**src/rtl/branch_resolve_pkg.sv**
```systemverilog
// Shared types for the branch resolution unit: request kind codes and FSM states.
package branch_resolve_pkg;

  typedef enum logic [1:0] {
    BR_NONE = 2'b00,
    BR_COND = 2'b01,
    BR_JMP  = 2'b10,
    BR_JREG = 2'b11
  } br_kind_t;

  typedef enum logic {
    ST_RUN   = 1'b0,
    ST_FLUSH = 1'b1
  } state_t;

  localparam int CNT_W = 4;

endpackage

```
**src/rtl/branch_resolve_if.sv**
```systemverilog
// Branch/jump request bus from decode/execute into branch_resolve.
interface branch_resolve_if;
  import branch_resolve_pkg::*;

  logic               br_valid;
  logic               br_ready;
  br_kind_t           br_kind;
  logic               br_link;
  logic        [31:0] br_pc;
  logic signed [31:0] br_offset;
  logic        [31:0] br_reg;
  logic               z_flag;

  modport master (
    output br_valid, br_kind, br_link, br_pc, br_offset, br_reg, z_flag,
    input  br_ready
  );

  modport slave (
    input  br_valid, br_kind, br_link, br_pc, br_offset, br_reg, z_flag,
    output br_ready
  );

endinterface

```
**src/rtl/br_target_calc.sv**
```systemverilog
// Combinational target/taken/misalign evaluation for one branch request.
module br_target_calc
  import branch_resolve_pkg::*;
(
  input  br_kind_t           br_kind,
  input  logic        [31:0] br_pc,
  input  logic signed [31:0] br_offset,
  input  logic        [31:0] br_reg,
  input  logic               z_flag,
  output logic        [31:0] target,
  output logic               taken,
  output logic               misalign
);

  logic [31:0] raw;

  always_comb begin
    raw   = br_pc + $unsigned(br_offset);
    taken = 1'b0;
    case (br_kind)
      BR_COND: taken = z_flag;
      BR_JMP:  taken = 1'b1;
      BR_JREG: begin
        raw   = br_reg;
        taken = 1'b1;
      end
      default: taken = 1'b0;
    endcase
  end

  // Misalignment only matters when the redirect actually happens.
  assign target   = {raw[31:2], 2'b00};
  assign misalign = taken && (raw[1:0] != 2'b00);

endmodule

```
**src/rtl/branch_resolve.sv**
```systemverilog
// Branch resolution and fetch PC owner (static predict-not-taken, fixed-length flush).
// Optional taken/not-taken statistics counters are built when BRANCH_STATS_EN is defined.
module branch_resolve
  import branch_resolve_pkg::*;
#(
  parameter logic [31:0] RESET_PC     = 32'h0000_0000,
  parameter int          PC_STEP      = 4,
  parameter int          FLUSH_CYCLES = 2
) (
  input  logic             clk,
  input  logic             rst,
  input  logic             stall_i,
  branch_resolve_if.slave  br,
  output logic [31:0]      pc_o,
  output logic             pc_valid,
  output logic             flush_o,
  output logic             link_we,
  output logic [31:0]      link_data,
  output logic             misalign_o
`ifdef BRANCH_STATS_EN
  ,
  output logic [31:0]      taken_cnt,
  output logic [31:0]      nottaken_cnt
`endif
);

  localparam logic [31:0]      STEP      = 32'(PC_STEP);
  localparam logic [CNT_W-1:0] FLUSH_LEN = CNT_W'(FLUSH_CYCLES);

  state_t             state, state_nxt;
  logic [CNT_W-1:0]   cnt, cnt_nxt;
  logic [31:0]        target;
  logic               taken;
  logic               misalign;
  logic               accept;
  logic               taken_acc;
  logic               link_fire;

  br_target_calc u_target_calc (
    .br_kind   (br.br_kind),
    .br_pc     (br.br_pc),
    .br_offset (br.br_offset),
    .br_reg    (br.br_reg),
    .z_flag    (br.z_flag),
    .target    (target),
    .taken     (taken),
    .misalign  (misalign)
  );

  // Requests arriving while flushing are squashed: br_ready is low in FLUSH.
  assign accept    = br.br_valid && br.br_ready;
  assign taken_acc = accept && taken;
  assign link_fire = accept && br.br_link &&
                     ((br.br_kind == BR_JMP) || (br.br_kind == BR_JREG));

  always_ff @(posedge clk) begin
    if (rst) begin
      state <= ST_RUN;
      cnt   <= '0;
    end else begin
      state <= state_nxt;
      cnt   <= cnt_nxt;
    end
  end

  // Flush length counts cycles, not instructions, so stall_i is ignored here.
  always_comb begin
    state_nxt = state;
    cnt_nxt   = cnt;
    case (state)
      ST_RUN: begin
        if (taken_acc) begin
          state_nxt = ST_FLUSH;
          cnt_nxt   = FLUSH_LEN;
        end
      end
      ST_FLUSH: begin
        cnt_nxt = cnt - 1'b1;
        if (cnt <= 1) state_nxt = ST_RUN;
      end
      default: state_nxt = ST_RUN;
    endcase
  end

  always_comb begin
    br.br_ready = (state == ST_RUN);
    flush_o     = (state == ST_FLUSH);
  end

  always_ff @(posedge clk) begin
    if (rst) begin
      pc_o       <= RESET_PC;
      pc_valid   <= 1'b0;
      link_we    <= 1'b0;
      link_data  <= '0;
      misalign_o <= 1'b0;
    end else begin
      pc_valid   <= 1'b1;
      link_we    <= link_fire;
      misalign_o <= taken_acc && misalign;
      if (link_fire) link_data <= br.br_pc + STEP;
      // A redirect overrides a stall in the same cycle.
      if (taken_acc)     pc_o <= target;
      else if (!stall_i) pc_o <= pc_o + STEP;
    end
  end

`ifdef BRANCH_STATS_EN
  function automatic logic [31:0] sat_inc(input logic [31:0] v);
    return (v == 32'hFFFF_FFFF) ? v : v + 32'd1;
  endfunction

  always_ff @(posedge clk) begin
    if (rst) begin
      taken_cnt    <= '0;
      nottaken_cnt <= '0;
    end else if (accept && (br.br_kind != BR_NONE)) begin
      if (taken) taken_cnt    <= sat_inc(taken_cnt);
      else       nottaken_cnt <= sat_inc(nottaken_cnt);
    end
  end
`endif

endmodule

```
**src/flat_wrapper.sv**
```systemverilog
// flat-port wrapper written by rule: the top's interface ports become plain ports
module branch_resolve_flat import branch_resolve_pkg::*;
#(
  parameter logic [31:0] RESET_PC     = 32'h0000_0000,
  parameter int          PC_STEP      = 4,
  parameter int          FLUSH_CYCLES = 2
)
  (clk, rst, stall_i, pc_o, pc_valid, flush_o, link_we, link_data, misalign_o, br_br_valid, br_br_kind, br_br_link, br_br_pc, br_br_offset, br_br_reg, br_z_flag, br_br_ready);
  branch_resolve_if br_i ();
  input  logic clk;
  input  logic rst;
  input  logic stall_i;
  output logic [31:0] pc_o;
  output logic pc_valid;
  output logic flush_o;
  output logic link_we;
  output logic [31:0] link_data;
  output logic misalign_o;
  input wire logic [$bits(br_i.br_valid)-1:0] br_br_valid;
  input wire logic [$bits(br_i.br_kind)-1:0] br_br_kind;
  input wire logic [$bits(br_i.br_link)-1:0] br_br_link;
  input wire logic [$bits(br_i.br_pc)-1:0] br_br_pc;
  input wire logic [$bits(br_i.br_offset)-1:0] br_br_offset;
  input wire logic [$bits(br_i.br_reg)-1:0] br_br_reg;
  input wire logic [$bits(br_i.z_flag)-1:0] br_z_flag;
  output wire logic [$bits(br_i.br_ready)-1:0] br_br_ready;
  assign br_i.br_valid = br_br_valid;
  assign br_i.br_kind = br_br_kind;
  assign br_i.br_link = br_br_link;
  assign br_i.br_pc = br_br_pc;
  assign br_i.br_offset = br_br_offset;
  assign br_i.br_reg = br_br_reg;
  assign br_i.z_flag = br_z_flag;
  assign br_br_ready = br_i.br_ready;
  branch_resolve #(.RESET_PC(RESET_PC), .PC_STEP(PC_STEP), .FLUSH_CYCLES(FLUSH_CYCLES)) u_core (.clk(clk), .rst(rst), .stall_i(stall_i), .br(br_i), .pc_o(pc_o), .pc_valid(pc_valid), .flush_o(flush_o), .link_we(link_we), .link_data(link_data), .misalign_o(misalign_o));
endmodule
```
**config.mk**
```make
export PLATFORM = sky130hd
export DESIGN_NAME = branch_resolve_flat
export DESIGN_NICKNAME = d
export VERILOG_FILES = /design/src/rtl/branch_resolve_pkg.sv /design/src/rtl/branch_resolve_if.sv /design/src/rtl/br_target_calc.sv /design/src/rtl/branch_resolve.sv /design/src/flat_wrapper.sv
export SDC_FILE = /design/constraint.sdc
export NUM_CORES = 1
export LEC_CHECK = 0
export BUFFER_PORTS_ARGS = -buffer_cell sky130_fd_sc_hd__buf_4
export CAP_MARGIN = 15
export CORE_ASPECT_RATIO = 0.75
export CORE_MARGIN = 2
export CORE_UTILIZATION = 30
export DETAILED_ROUTE_END_ITERATION = 16
export SYNTH_ARGS = -nofsm -noshare
export SYNTH_HDL_FRONTEND = slang
export SYNTH_SLANG_ARGS = --single-unit
```
**constraint.sdc**
```tcl
create_clock -name clk -period 5.5 [get_ports clk]
set_clock_uncertainty 0.05 [all_clocks]
set_input_delay 0 -clock clk [delete_from_list [all_inputs] [get_ports clk]]
set_output_delay 0 -clock clk [all_outputs]
set_load 0.01 [all_outputs]
```
=== Yosys cells after proc, flatten, opt, wreduce, memory -nomap -nowiden ===
Cells that the tools add are included.

* Flip-flop bits (word level): 72
* Bits of input ports: 104
* Output and inout port bits: 69
* Logic and storage cells: 39

* Bitwise operators: 1
* Multiplexer cells: 10
* Equal/unequal tests: 5
* Reductions and logical operators: 10
* $lt $le $gt $ge: 1
* Add/subtract/negate cells: 4

{| class="wikitable"
|+ Operators by type and width
! operator !! count
|-
| 2-to-1 mux 32 bit || 3
|-
| adder 32 x 3 -> 32 bit, second input constant || 2
|-
| adder 32 bit || 1
|-
| case mux 4 bit (2 select lines) || 1
|-
| logical AND 1 bit || 6
|-
| equality test 2 bit, second input constant || 2
|-
| <= comparator 4 x 1 -> 1 bit, second input constant || 1
|-
| 2-to-1 mux 4 bit || 1
|-
| case mux 1 bit (2 select lines) || 2
|-
| OR reduction 2 bit || 2
|-
| subtractor 4 x 1 -> 4 bit, second input constant || 1
|-
| 2-to-1 mux 1 bit || 3
|-
| equality test 2 x 1 -> 1 bit, second input constant || 1
|-
| != test 2 x 1 -> 1 bit, second input constant || 1
|-
| != test 2 bit, second input constant || 1
|-
| nonzero test 2 bit || 1
|-
| logical OR 1 bit || 1
|-
| inverter 1 bit || 1
|}

=== Depth between registers and ports, before layout ===
Gate-level depths: netlist (run 1).

* Depth after elaboration: 6
* Depth in mapped cells: 10

=== Modules after synthesis ===
Synthesis (run 1) repeated with hierarchy kept, for this count alone.

* Cell total of the unflattened synthesis: 761
* Area total of the unflattened synthesis: 5858.1 µm²

{| class="wikitable"
|+ By module, submodules not included
! module !! instances !! area each (µm²) !! sequential area each (µm²) !! cells each
|-
| branch_resolve || 1 || 3676.0 || 1441.4 || 434
|-
| br_target_calc || 1 || 2182.1 || 0.0 || 327
|}

=== Worst setup path before layout (run 1) ===
Ideal clock, no wire load.

* Path type: input to register
* Start: in br_br_offset[0]
* End: reg u_core.pc_o[26]
* Path slack: 3.049 ns
* Cell stages on the path: 10
* Arrival time: 2.298 ns
* Path through: ha_1 > fa_1 > a21oi_1 > o21ai_0 > a2111oi_2 > nor4_2 > nor3b_2 > o31ai_2 > xnor2_1 > a2111oi_2

* Cells in the longest elaborated chain, start to end: 3

{| class="wikitable"
|+ Ends and longest elaborated chain
! element !! RTL line !! text
|-
| from (decl) || flat_wrapper.sv:23 || <nowiki>input wire logic [$bits(br_i.br_offset)-1:0] br_br_offset;</nowiki>
|-
| adder 32 bit || br_target_calc.sv:18 || <nowiki>raw = br_pc + $unsigned(br_offset);</nowiki>
|-
| 2-to-1 mux 32 bit || br_target_calc.sv:20 || <nowiki>case (br_kind)</nowiki>
|-
| 2-to-1 mux 32 bit || branch_resolve.sv:103 || <nowiki>if (taken_acc) pc_o <= target;</nowiki>
|-
| to (signal assigned) || branch_resolve.sv:103 ||
|-
| to (signal assigned) || branch_resolve.sv:104 || <nowiki>else if (!stall_i) pc_o <= pc_o + STEP;</nowiki>
|-
| to (decl) || branch_resolve.sv:14 || <nowiki>output logic [31:0] pc_o,</nowiki>
|}

No other way between the ends.
A chain may end at the register's enable or synchronous reset.

=== Worst setup path after layout (run 1) ===
* Start: in br_br_pc[0]
* End: reg u_core.pc_o[26]

* Cells in the longest elaborated chain, start to end: 3

{| class="wikitable"
|+ Ends and longest elaborated chain
! element !! RTL line !! text
|-
| from (decl) || flat_wrapper.sv:22 || <nowiki>input wire logic [$bits(br_i.br_pc)-1:0] br_br_pc;</nowiki>
|-
| adder 32 bit || br_target_calc.sv:18 ||
|-
| 2-to-1 mux 32 bit || br_target_calc.sv:20 ||
|-
| 2-to-1 mux 32 bit || branch_resolve.sv:103 ||
|}

No other way between the ends.

==> out/qor.yml, run 1 <==
logic_synthesis:
  ys_seq_area_share_pct: 25.5
  synth_top_area_cell: "dfxtp_1"
  synth_most_common_cell: "nor2_1"
  syn_area_um2: 5490
  syn-instance-count: 704
  netlist_top_cells_count: "88 x nor2_1, 70 x dfxtp_1, 65 x nand2_1"
  synth_top_area_share_pct: 25.5
  synth.distinct_cells: 66
  yosys-top-cells-area: "dfxtp_1 26%, ha_1 8.0%, xnor2_1 6.9%, nor2_1 6.0%, a211oi_1 5.6%"
  ys_warn_count: 0
  synth-async-reset-ratio_pct: 0
  ys.flop_type: "dfxtp_1"
  synth-edff-count: 0
  syn_avg_cell_area_um2: 7.79
  synth-seq-cells: 70
power_and_ir_drop:
  ir_drop_mv: 0.130
  power_frac_seq_pct: 34.6
  internal_power_mw: 1.13
  p_sw_uw: 557
  cellLeakagePower_nw: 3.20
  p_per_area_nw_per_um2: 217
  swShare_pct: 33.0
  pwr-share-clk_pct: 32.7
  power.share.combinational_pct: 32.7
setup_path:
  path_max_fanout: 3
  startpoint_type: "input pin"
  worstReg2RegEnd: "u_core.pc_o[31]"
  reg2reg_slack_ns: 2.97
  worstReg2RegStart: "u_core.flush_o"
  r2r_cells: 7
  worstSetupPathType: "input pin to flip-flop"
  cp.arrival_ns: 3.40
  crit_top_cell: "a2111oi_2"
  critPathSlowestCell: "a2111oi_2"
  worstSetupEndpointType: "flip-flop"
  path_cells: "dlygate4sd3_1 > buf_4 > ha_1 > fa_1 > a21oi_1 > o21ai_0 > a2111oi_2 > nor4_2 > nor3b_2 > o31ai_2 > xnor2_1 > a2111oi_2"
  cp.required_ns: 5.70
  slowest_delay_ns: 0.62
die:
  die_h_um: 121
  initial_core_util_pct: 30.9
  num_rows: 42
  core_um2: 17800
  ios: 173
  die_w_um: 160
  die_area_um2: 19400
sta:
  rsz0062_at_grt: "no"
  timing.slew.headroom_pct: 47.3
  hold_violations: 0
  finalMaxSlewViolations: 0
  worst_pin_slew_ns: 0.790
  fmax_mhz: 312
  hold_ws_ns: 0.00940
  final-setup-viol-count: 0
  fin_crit_sh_pct: 58.2
  setup-tns-final_ns: 0
  min_period_ns: 3.20
worst_hold_path:
  whs_endpoint: "u_core.pc_o[20]"
  holdCritStartpoint: "br_br_reg[20]"
  hold_path_depth: 3
  hold_path_class: "input pin to flip-flop"
route:
  routed-wl-met2_mm: 8.22
  wl_met3_mm: 1.49
  vias: 5877
  drt_iter0_drc: 243
  ant_nets: 0
  via_per_inst: 5.08
  drc_errors: 0
  post_drt_wl_per_cell_um: 15.8
  wl_met1_mm: 8.34
  dr.pass1.iters: 4
  wl_mm: 18.3
  top_layer_used: "met4"
global_route:
  grt_pass1_vias: 5780
  grt_overflow: 0
  antenna_found_initial: 0
  grt_max_degree: 67
  grtUsageTotal_pct: 18.8
  grt_pass1_wl_mm: 29.1
cts:
  cts_tree: "done"
  clk_latency_ns: 0.35
  cts_resized: 0
  clk_path_buf_depth: 2
  ctsHtreeMaxLevel: 3
  cts_sinks: 70
  cts_buffers: 9
  path_clk_slew_ns: 0.06
  cts_hold_buf: 57
  cts_root_buf: "clkbuf_16"
  post_cts_buffers: 0
placement:
  dp_hpwl_mm: 13.9
  place_area_um2: 6940
  gp_congestion: 0.910
  io_buffers: 170
cells_and_area:
  fin_area_um2: 7790
  diodes: 0
  fillers: 1828
  final_net_count: 1049
  drive_above_1_share_pct: 23.6
  syn_to_final_growth_pct: 42.0
status:
  outcome: "completed"
job:
  maxCapViolations: 0
[worst max-delay path, delay by kind of cell]
| kind | cells | cell delay [ns] |
|---|---|---|
| AOI/OAI and AO/OA | 5 | 1.46 |
| xor gates and xnor gates | 1 | 0.15 |
| adders and majority gates | 2 | 0.65 |
| buffers and inverters | 2 | 0.68 |
| and+or+nand+nor | 2 | 0.47 |
[area by class of cell]
cell class	instances	area (um^2)	area share [%]
Multi-Input combinational cell	580	3860	49.6
Timing Repair Buffer	232	1880	24.2
Sequential cell	70	1400	18.0
Tap cell	242	303	3.89
Clock buffer	10	239	3.07
Inverter	16	60.1	0.771
Clock inverter	6	37.5	0.482
[routing by layer]
layer / vias up / track usage (%)
met5: - / 0
met4: 0 / 4.22
met3: 15 / 6.08
met2: 193 / 31.0
met1: 2698 / 24.0
li1: 2971 / -
[worst max path at each step]
stage | startpoint | end | slack [ns] | cells after the start
floorplan | br_br_offset[0] | u_core.pc_o[26] | 3.05 | 10
global placement | br_br_offset[0] | u_core.pc_o[26] | 2.60 | 11
detailed placement | br_br_offset[0] | u_core.pc_o[26] | 2.56 | 11
CTS | br_br_pc[0] | u_core.pc_o[26] | 2.38 | 12
global route | br_br_pc[0] | u_core.pc_o[26] | 2.08 | 12
finish | br_br_pc[0] | u_core.pc_o[26] | 2.30 | 12
[state kept, by name (all words and copies together), names as in the netlist]
| name | cells |
|---|---|
| u_core.link_data | 32 |
| u_core.flush_o | 1 |
| u_core.cnt | 4 |
| u_core.link_we | 1 |
| u_core.pc_o | 30 |
| u_core.misalign_o | 1 |
| u_core.pc_valid | 1 |
[layout by cell type, fill, tap and decap left out, drive strengths merged, types with 29 or more instances in the layout]
cell         instances
buf                175
nor2                89
dfxtp               70
nand2               65
dlygate4sd3         57
a21oi               53
xnor2               43
a211oi              42
ha                  35
xor2                32
nand3               31
o21ai               29
[per-stage QoR]
| stage | cells | setup WS (ns) | util, % | total power, mW |
|---|---|---|---|---|
| floorplan | 705 | 3.05 | - | 0.906 |
| global placement | 1083 | 2.60 | 39.1 | 1.11 |
| detailed placement | 1083 | 2.56 | 39.1 | 1.11 |
| CTS | 1156 | 2.38 | 43.9 | 1.70 |
| global route | 1156 | 2.08 | 43.9 | 1.79 |
| finish | 1156 | 2.30 | 43.9 | 1.69 |
[logic make-up after synthesis]
group           after synthesis  synth area share [%]
simple gates                257                  22.5
compound gates              202                  25.9
xor+xnor                     75                  12.0
flops                        70                  25.5
buf+inv                      55                  4.20
fa+ha+maj                    36                  8.35
mux                           8                  1.48
other cells                   1                0.0684
[power by group through the flow]
| stage | Sequential [mW] | Combinational, mW | Clock (mW) |
|---|---|---|---|
| final | 0.584 | 0.553 | 0.552 |
| after global routing | 0.589 | 0.613 | 0.590 |
| after CTS | 0.584 | 0.555 | 0.567 |
| after detailed placement | 0.594 | 0.519 | 0 |
| after global placement | 0.595 | 0.516 | 0 |
| after floorplan | 0.602 | 0.305 | 0 |
No activity file was read; power rests on OpenSTA's default activity.
==> inputs of run 2 (changes only) <==
==> constraint.sdc (replaced) <==
create_clock -name clk -period 3 [get_ports clk]
set_clock_uncertainty 0.05 [all_clocks]
set_input_delay 0 -clock clk [delete_from_list [all_inputs] [get_ports clk]]
set_output_delay 0 -clock clk [all_outputs]
set_load 0.01 [all_outputs]
==> run 2 against run 1 <==
Compared with the run above: clock power is 100% higher; core utilization is 0.49 points higher; first-iteration DRC count increased by 14%; critical path type unchanged; largest cell class unchanged; highest routed layer unchanged.
==> out/qor.yml, run 2 (same netlist as run 1, synthesis figures left out) <==
sta:
  setup_slack_ns: 0.195
  fin_crit_sh_pct: 93.5
  final-setup-viol-count: 0
  setup-tns-final_ns: 0
  min_period_ns: 2.80
  timing.slew.headroom_pct: 30.9
  finalMaxSlewViolations: 0
  rsz0062_at_grt: "no"
  worst_pin_slew_ns: 1.03
  hold_violations: 0
  fmax_mhz: 357
global_route:
  grtUsageTotal_pct: 19.0
  grt_max_degree: 43
  antenna_found_initial: 0
  grt_overflow: 0
  grt_pass1_wl_mm: 29.5
  grt_pass1_vias: 5662
placement:
  gp_congestion: 0.902
  io_buffers: 170
  pre_cts_ws_ns: 0.140
  placed_cells: 1089
  dp_hpwl_mm: 14.1
setup_path:
  startpoint_type: "input pin"
  worstSetupPathType: "input pin to flip-flop"
  crit_top_cell: "buf_4"
  critPathSlowestCell: "dlygate4sd3_1"
  reg2reg_slack_ns: 0.52
  worstSetupEndpointType: "flip-flop"
  path_cells: "dlygate4sd3_1 > buf_4 > fa_1 > a21oi_1 > o21ai_1 > a2111oi_2 > buf_4 > nor4_2 > nor3b_2 > buf_4 > xnor2_1 > nand2_1 > a311oi_1"
  cp.required_ns: 3.20
  path_max_fanout: 3
  cp.arrival_ns: 3.01
  slowest_delay_ns: 0.54
cts:
  cts_sinks: 70
  clk_path_buf_depth: 2
  cts_buffers: 9
  cts_root_buf: "clkbuf_16"
  cts_tree: "done"
  path_clk_slew_ns: 0.07
  ctsHtreeMaxLevel: 3
  clk_latency_ns: 0.34
route:
  post_drt_wl_per_cell_um: 16.0
  vias: 5930
  dr.pass1.iters: 4
  drt_iter0_drc: 276
  wl_mm: 18.6
  drc_errors: 0
  ant_nets: 0
  via_per_inst: 5.10
cells_and_area:
  drive_above_1_share_pct: 24.2
  fillers: 1838
  instances_no_fill: 1162
  final_net_count: 1055
  top_regs: "u_core.link_data (32), u_core.pc_o (30), u_core.cnt (4)"
  largest_reg_flops: 32
  layout.cells.most_common_list: "181 x buf_4, 88 x nor2_1, 70 x dfxtp_1"
  syn_to_final_growth_pct: 43.6
  final_common_cell: "buf_4"
  largest_register: "u_core.link_data"
  diodes: 0
worst_hold_path:
  hold_path_class: "input pin to flip-flop"
job:
  maxCapViolations: 0
power_and_ir_drop:
  power_frac_seq_pct: 33.3
  p_sw_mw: 1.04
  total_power_mw: 3.21
  cellLeakagePower_nw: 3.25
  pwr-share-clk_pct: 34.9
  ir_drop_mv: 0.246
  internal_power_mw: 2.17
  power.share.combinational_pct: 31.8
  p_per_area_nw_per_um2: 408
  swShare_pct: 32.3
status:
  outcome: "completed"
die:
  num_rows: 42
  initial_core_util_pct: 30.9
  die_h_um: 121
  die_area_um2: 19400
  die_w_um: 160
  ios: 173
  core_um2: 17800
[run 2: stage by stage]
stage                     util [%]  hold slack (ns)  area, um^2
after floorplan                  -           0.0457        5490
after global placement        39.4            0.178        7000
after detailed placement      39.4            0.190        7000
after CTS                     44.3          0.00159        7870
after global routing          44.3           0.0232        7880
final                         44.3           0.0132        7880
[run 2: layout make-up]
cell class | count | area [um^2] | share of cell area [%]
Multi-Input combinational cell | 580 | 3860 | 49.1
Clock inverter | 6 | 70.1 | 0.890
Timing Repair Buffer | 238 | 1940 | 24.6
Sequential cell | 70 | 1400 | 17.8
Tap cell | 242 | 303 | 3.84
Clock buffer | 10 | 239 | 3.03
Inverter | 16 | 60.1 | 0.763
[run 2: path summary, 6_finish.rpt]
kind                                      from               to  depth (start not counted)
worst min register to register   u_core.cnt[0]    u_core.cnt[0]                          2
worst min-delay path             br_br_reg[27]  u_core.pc_o[27]                          5
worst max-delay path               br_br_pc[1]  u_core.pc_o[22]                         13
worst max register to register  u_core.flush_o   u_core.pc_o[2]                          5
[run 2: power groups by stage]
| stage | Combinational (mW) | Clock (mW) | Sequential [mW] |
|---|---|---|---|
| finish | 1.02 | 1.12 | 1.07 |
| global route | 1.13 | 1.19 | 1.08 |
| CTS | 1.02 | 1.15 | 1.07 |
| detailed placement | 0.959 | 0 | 1.09 |
| global placement | 0.956 | 0 | 1.09 |
| floorplan | 0.559 | 0 | 1.10 |
[run 2: per-layer routing]
metal,wire [um],global-route usage [%],share of wire (%),vias to the layer above
met4,126,3.27,0.68,0
met5,0,0,0,-
met1,8500,25.0,46,2723
li1,-,-,-,2994
met3,1540,5.74,8.3,10
met2,8390,31.3,45,203
[run 2: worst max-delay path: cells and delay by family]
family / cells / cell delay (ns)
buffers and inverters: 4 / 1.05
and+or+nand+nor: 3 / 0.43
adders and majority gates: 1 / 0.44
AOI/OAI and AO/OA: 4 / 0.98
xor gates and xnor gates: 1 / 0.11
[run 2: repair_timing]
item                       CTS  global route
resized for setup            0             1
hold buffers                56             0
setup buffers                0             1
setup endpoints to repair    0             2
hold endpoints to repair    55             0
==> inputs of run 3 (changes only) <==
--- a/config.mk
+++ b/config.mk
@@ -5,6 +5,7 @@
 export SDC_FILE = /design/constraint.sdc
 export NUM_CORES = 1
 export LEC_CHECK = 0
+export ABC_AREA = 1
 export BUFFER_PORTS_ARGS = -buffer_cell sky130_fd_sc_hd__buf_4
 export CAP_MARGIN = 15
 export CORE_ASPECT_RATIO = 0.75
==> run 3 against run 2 <==
Compared with the run above: largest cell class unchanged; die area up 27%; sequential share of layout area down 2.6 points; combinational power up 13%; area after synthesis up 28%; worst hold slack worse by 0.0044 ns; highest routed layer unchanged.
==> out/qor.yml, run 3 <==
logic_synthesis:
  synth_top_area_cell: "dfxtp_1"
  yosys-top-cells-area: "dfxtp_1 20%, nand2_1 20%, inv_1 10%, nor2_1 7.3%, ha_1 6.2%"
  ys_warn_count: 0
  syn-instance-count: 1226
  synth-edff-count: 0
  synth-async-reset-ratio_pct: 0
  syn_avg_cell_area_um2: 5.74
  ys_seq_area_share_pct: 19.9
  synth_top_area_share_pct: 19.9
  ys.flop_type: "dfxtp_1"
  netlist_top_cells_count: "367 x nand2_1, 190 x inv_1, 136 x nor2_1"
  synth-seq-cells: 70
  synth.distinct_cells: 44
  syn_area_um2: 7040
  synth_most_common_cell: "nand2_1"
setup_path:
  crit_top_cell: "nand2_1"
  cp.required_ns: 3.19
  worstSetupPathType: "input pin to flip-flop"
  path_max_fanout: 4
  cp.arrival_ns: 2.37
  worstSetupEndpointType: "flip-flop"
  slowest_delay_ns: 0.53
  path_cells: "dlygate4sd3_1 > buf_4 > ha_1 > fa_1 > nand3_1 > nand3_2 > nand2_1 > nand2_1 > nand2_1 > nand2_1 > nand2_1 > nand2_1 > nand2_1 > nand3_1 > nand2_1 > a21oi_1"
  critPathSlowestCell: "dlygate4sd3_1"
  r2r_cells: 7
  startpoint_type: "input pin"
power_and_ir_drop:
  ir_drop_mv: 0.238
  total_power_mw: 3.35
  p_per_area_nw_per_um2: 363
  cellLeakagePower_nw: 4.89
cts:
  cts_resized: 0
  clk_path_buf_depth: 2
  cts_root_buf: "clkbuf_16"
  path_clk_slew_ns: 0.06
  cts_tree: "done"
  clk_latency_ns: 0.35
  cts_buffers: 9
  cts_sinks: 70
  ctsHtreeMaxLevel: 3
cells_and_area:
  syn_to_final_growth_pct: 31.3
  instances_no_fill: 1724
  largest_register: "u_core.link_data"
  largest_reg_flops: 32
  diodes: 0
  drive_above_1_share_pct: 16.1
  top_regs: "u_core.link_data (32), u_core.pc_o (30), u_core.cnt (4)"
  layout.cells.most_common_list: "366 x nand2_1, 190 x inv_1, 176 x buf_4"
  final_net_count: 1560
  fillers: 2540
  final_common_cell: "nand2_1"
global_route:
  grt_pass1_wl_mm: 42.0
  grtUsageTotal_pct: 21.5
  grt_pass1_vias: 7854
  grt_max_degree: 54
  grt_overflow: 0
  antenna_found_initial: 0
route:
  dr.pass1.iters: 7
  top_layer_used: "met4"
  wl_met1_mm: 13.5
  wl_mm: 26.3
  vias: 8267
  routed-wl-met2_mm: 10.7
  drc_errors: 0
  wl_met3_mm: 1.70
  via_per_inst: 4.80
  ant_nets: 0
  drt_iter0_drc: 757
  post_drt_wl_per_cell_um: 15.2
die:
  die_area_um2: 24700
  ios: 173
  core_um2: 23000
  initial_core_util_pct: 30.6
  die_w_um: 181
  num_rows: 48
  die_h_um: 137
placement:
  placed_cells: 1672
  dp_hpwl_mm: 21.3
  io_buffers: 170
  gp_congestion: 0.907
sta:
  timing.slew.headroom_pct: 40.9
  min_period_ns: 2.18
  final-setup-viol-count: 0
  worst_pin_slew_ns: 0.885
  hold_violations: 0
  setup-tns-final_ns: 0
  fin_crit_sh_pct: 72.5
  finalMaxSlewViolations: 0
  rsz0062_at_grt: "no"
  fmax_mhz: 459
worst_hold_path:
  hold_path_class: "input pin to flip-flop"
  hold_path_depth: 5
job:
  maxCapViolations: 0
status:
  outcome: "completed"
[run 3: changes by cell type after synthesis, sizes merged, moves of 12 or more]
cell / previous run / this run
nand2: 65 / 375
inv: 16 / 196
o21ai: 29 / 78
clkbuf: 33 / 15
nor2: 89 / 144
a21oi: 53 / 73
a211oi: 42 / 2
and3: 13 / 1
nand3: 31 / 74
xnor2: 43 / 15
[run 3: kinds of logic after synthesis]
kind of cell    count (synthesis)  synth area share [%]
other cells                     1                0.0533
compound gates                196                  15.8
buf+inv                       227                  12.7
flops                          70                  19.9
simple gates                  653                  39.7
xor+xnor                       43                  5.35
fa+ha+maj                      36                  6.51
[run 3: area by class of cell]
cell class                 count  area (um^2)  area share (%)
clock buffer                  11          243            2.63
clock inverter                 4         47.5           0.514
inverter                     196          736            7.96
multi-input combinational    930         4750            51.4
sequential                    70         1400            15.2
tap                          300          375            4.06
timing repair buffer         213         1690            18.3
[run 3: path summary, 6_finish.rpt]
kind                        from             endpoint  slack [ns]
max                  br_br_pc[0]      u_core.pc_o[30]        0.82
min                br_br_reg[29]      u_core.pc_o[29]       0.009
max reg2reg       u_core.flush_o      u_core.pc_o[14]        0.89
min reg2reg  u_core.link_data[3]  u_core.link_data[3]        0.42
[run 3: worst max-delay path, delay by kind of cell]
kind            cells  cell delay, ns
fa+ha+maj           2            0.66
simple gates       11            0.97
buf+inv             2            0.67
compound gates      1            0.06
[run 3: metrics by stage]
stage	hold slack (ns)	instance area (um^2)	setup slack, ns	utilization, %
detailed placement	0.201	8580	0.960	37.3
CTS	0.00368	9240	0.822	40.2
global route	0.0291	9240	0.614	40.2
floorplan	0.0400	7040	1.35	-
finish	0.00880	9240	0.824	40.2
global placement	0.195	8580	1.01	37.3
[run 3: metal layers]
| layer | up-vias | GRT usage (%) |
|---|---|---|
| li1 | 4285 | - |
| met1 | 3713 | 31.8 |
| met2 | 248 | 32.3 |
| met3 | 21 | 3.54 |
| met4 | 0 | 5.15 |
| met5 | - | 0 |
[run 3: timing repair]
item / 4_1_cts / 5_1_grt
hold buffers: 37 / 0
setup buffers: 0 / 0
endpoints found under the hold margin: 40 / 0
[run 3: where the power goes]
part	internal, mW	total, mW	switching, mW
clock	0.660	1.11	0.447
sequential	1.00	1.09	0.0901
combinational	0.481	1.15	0.671
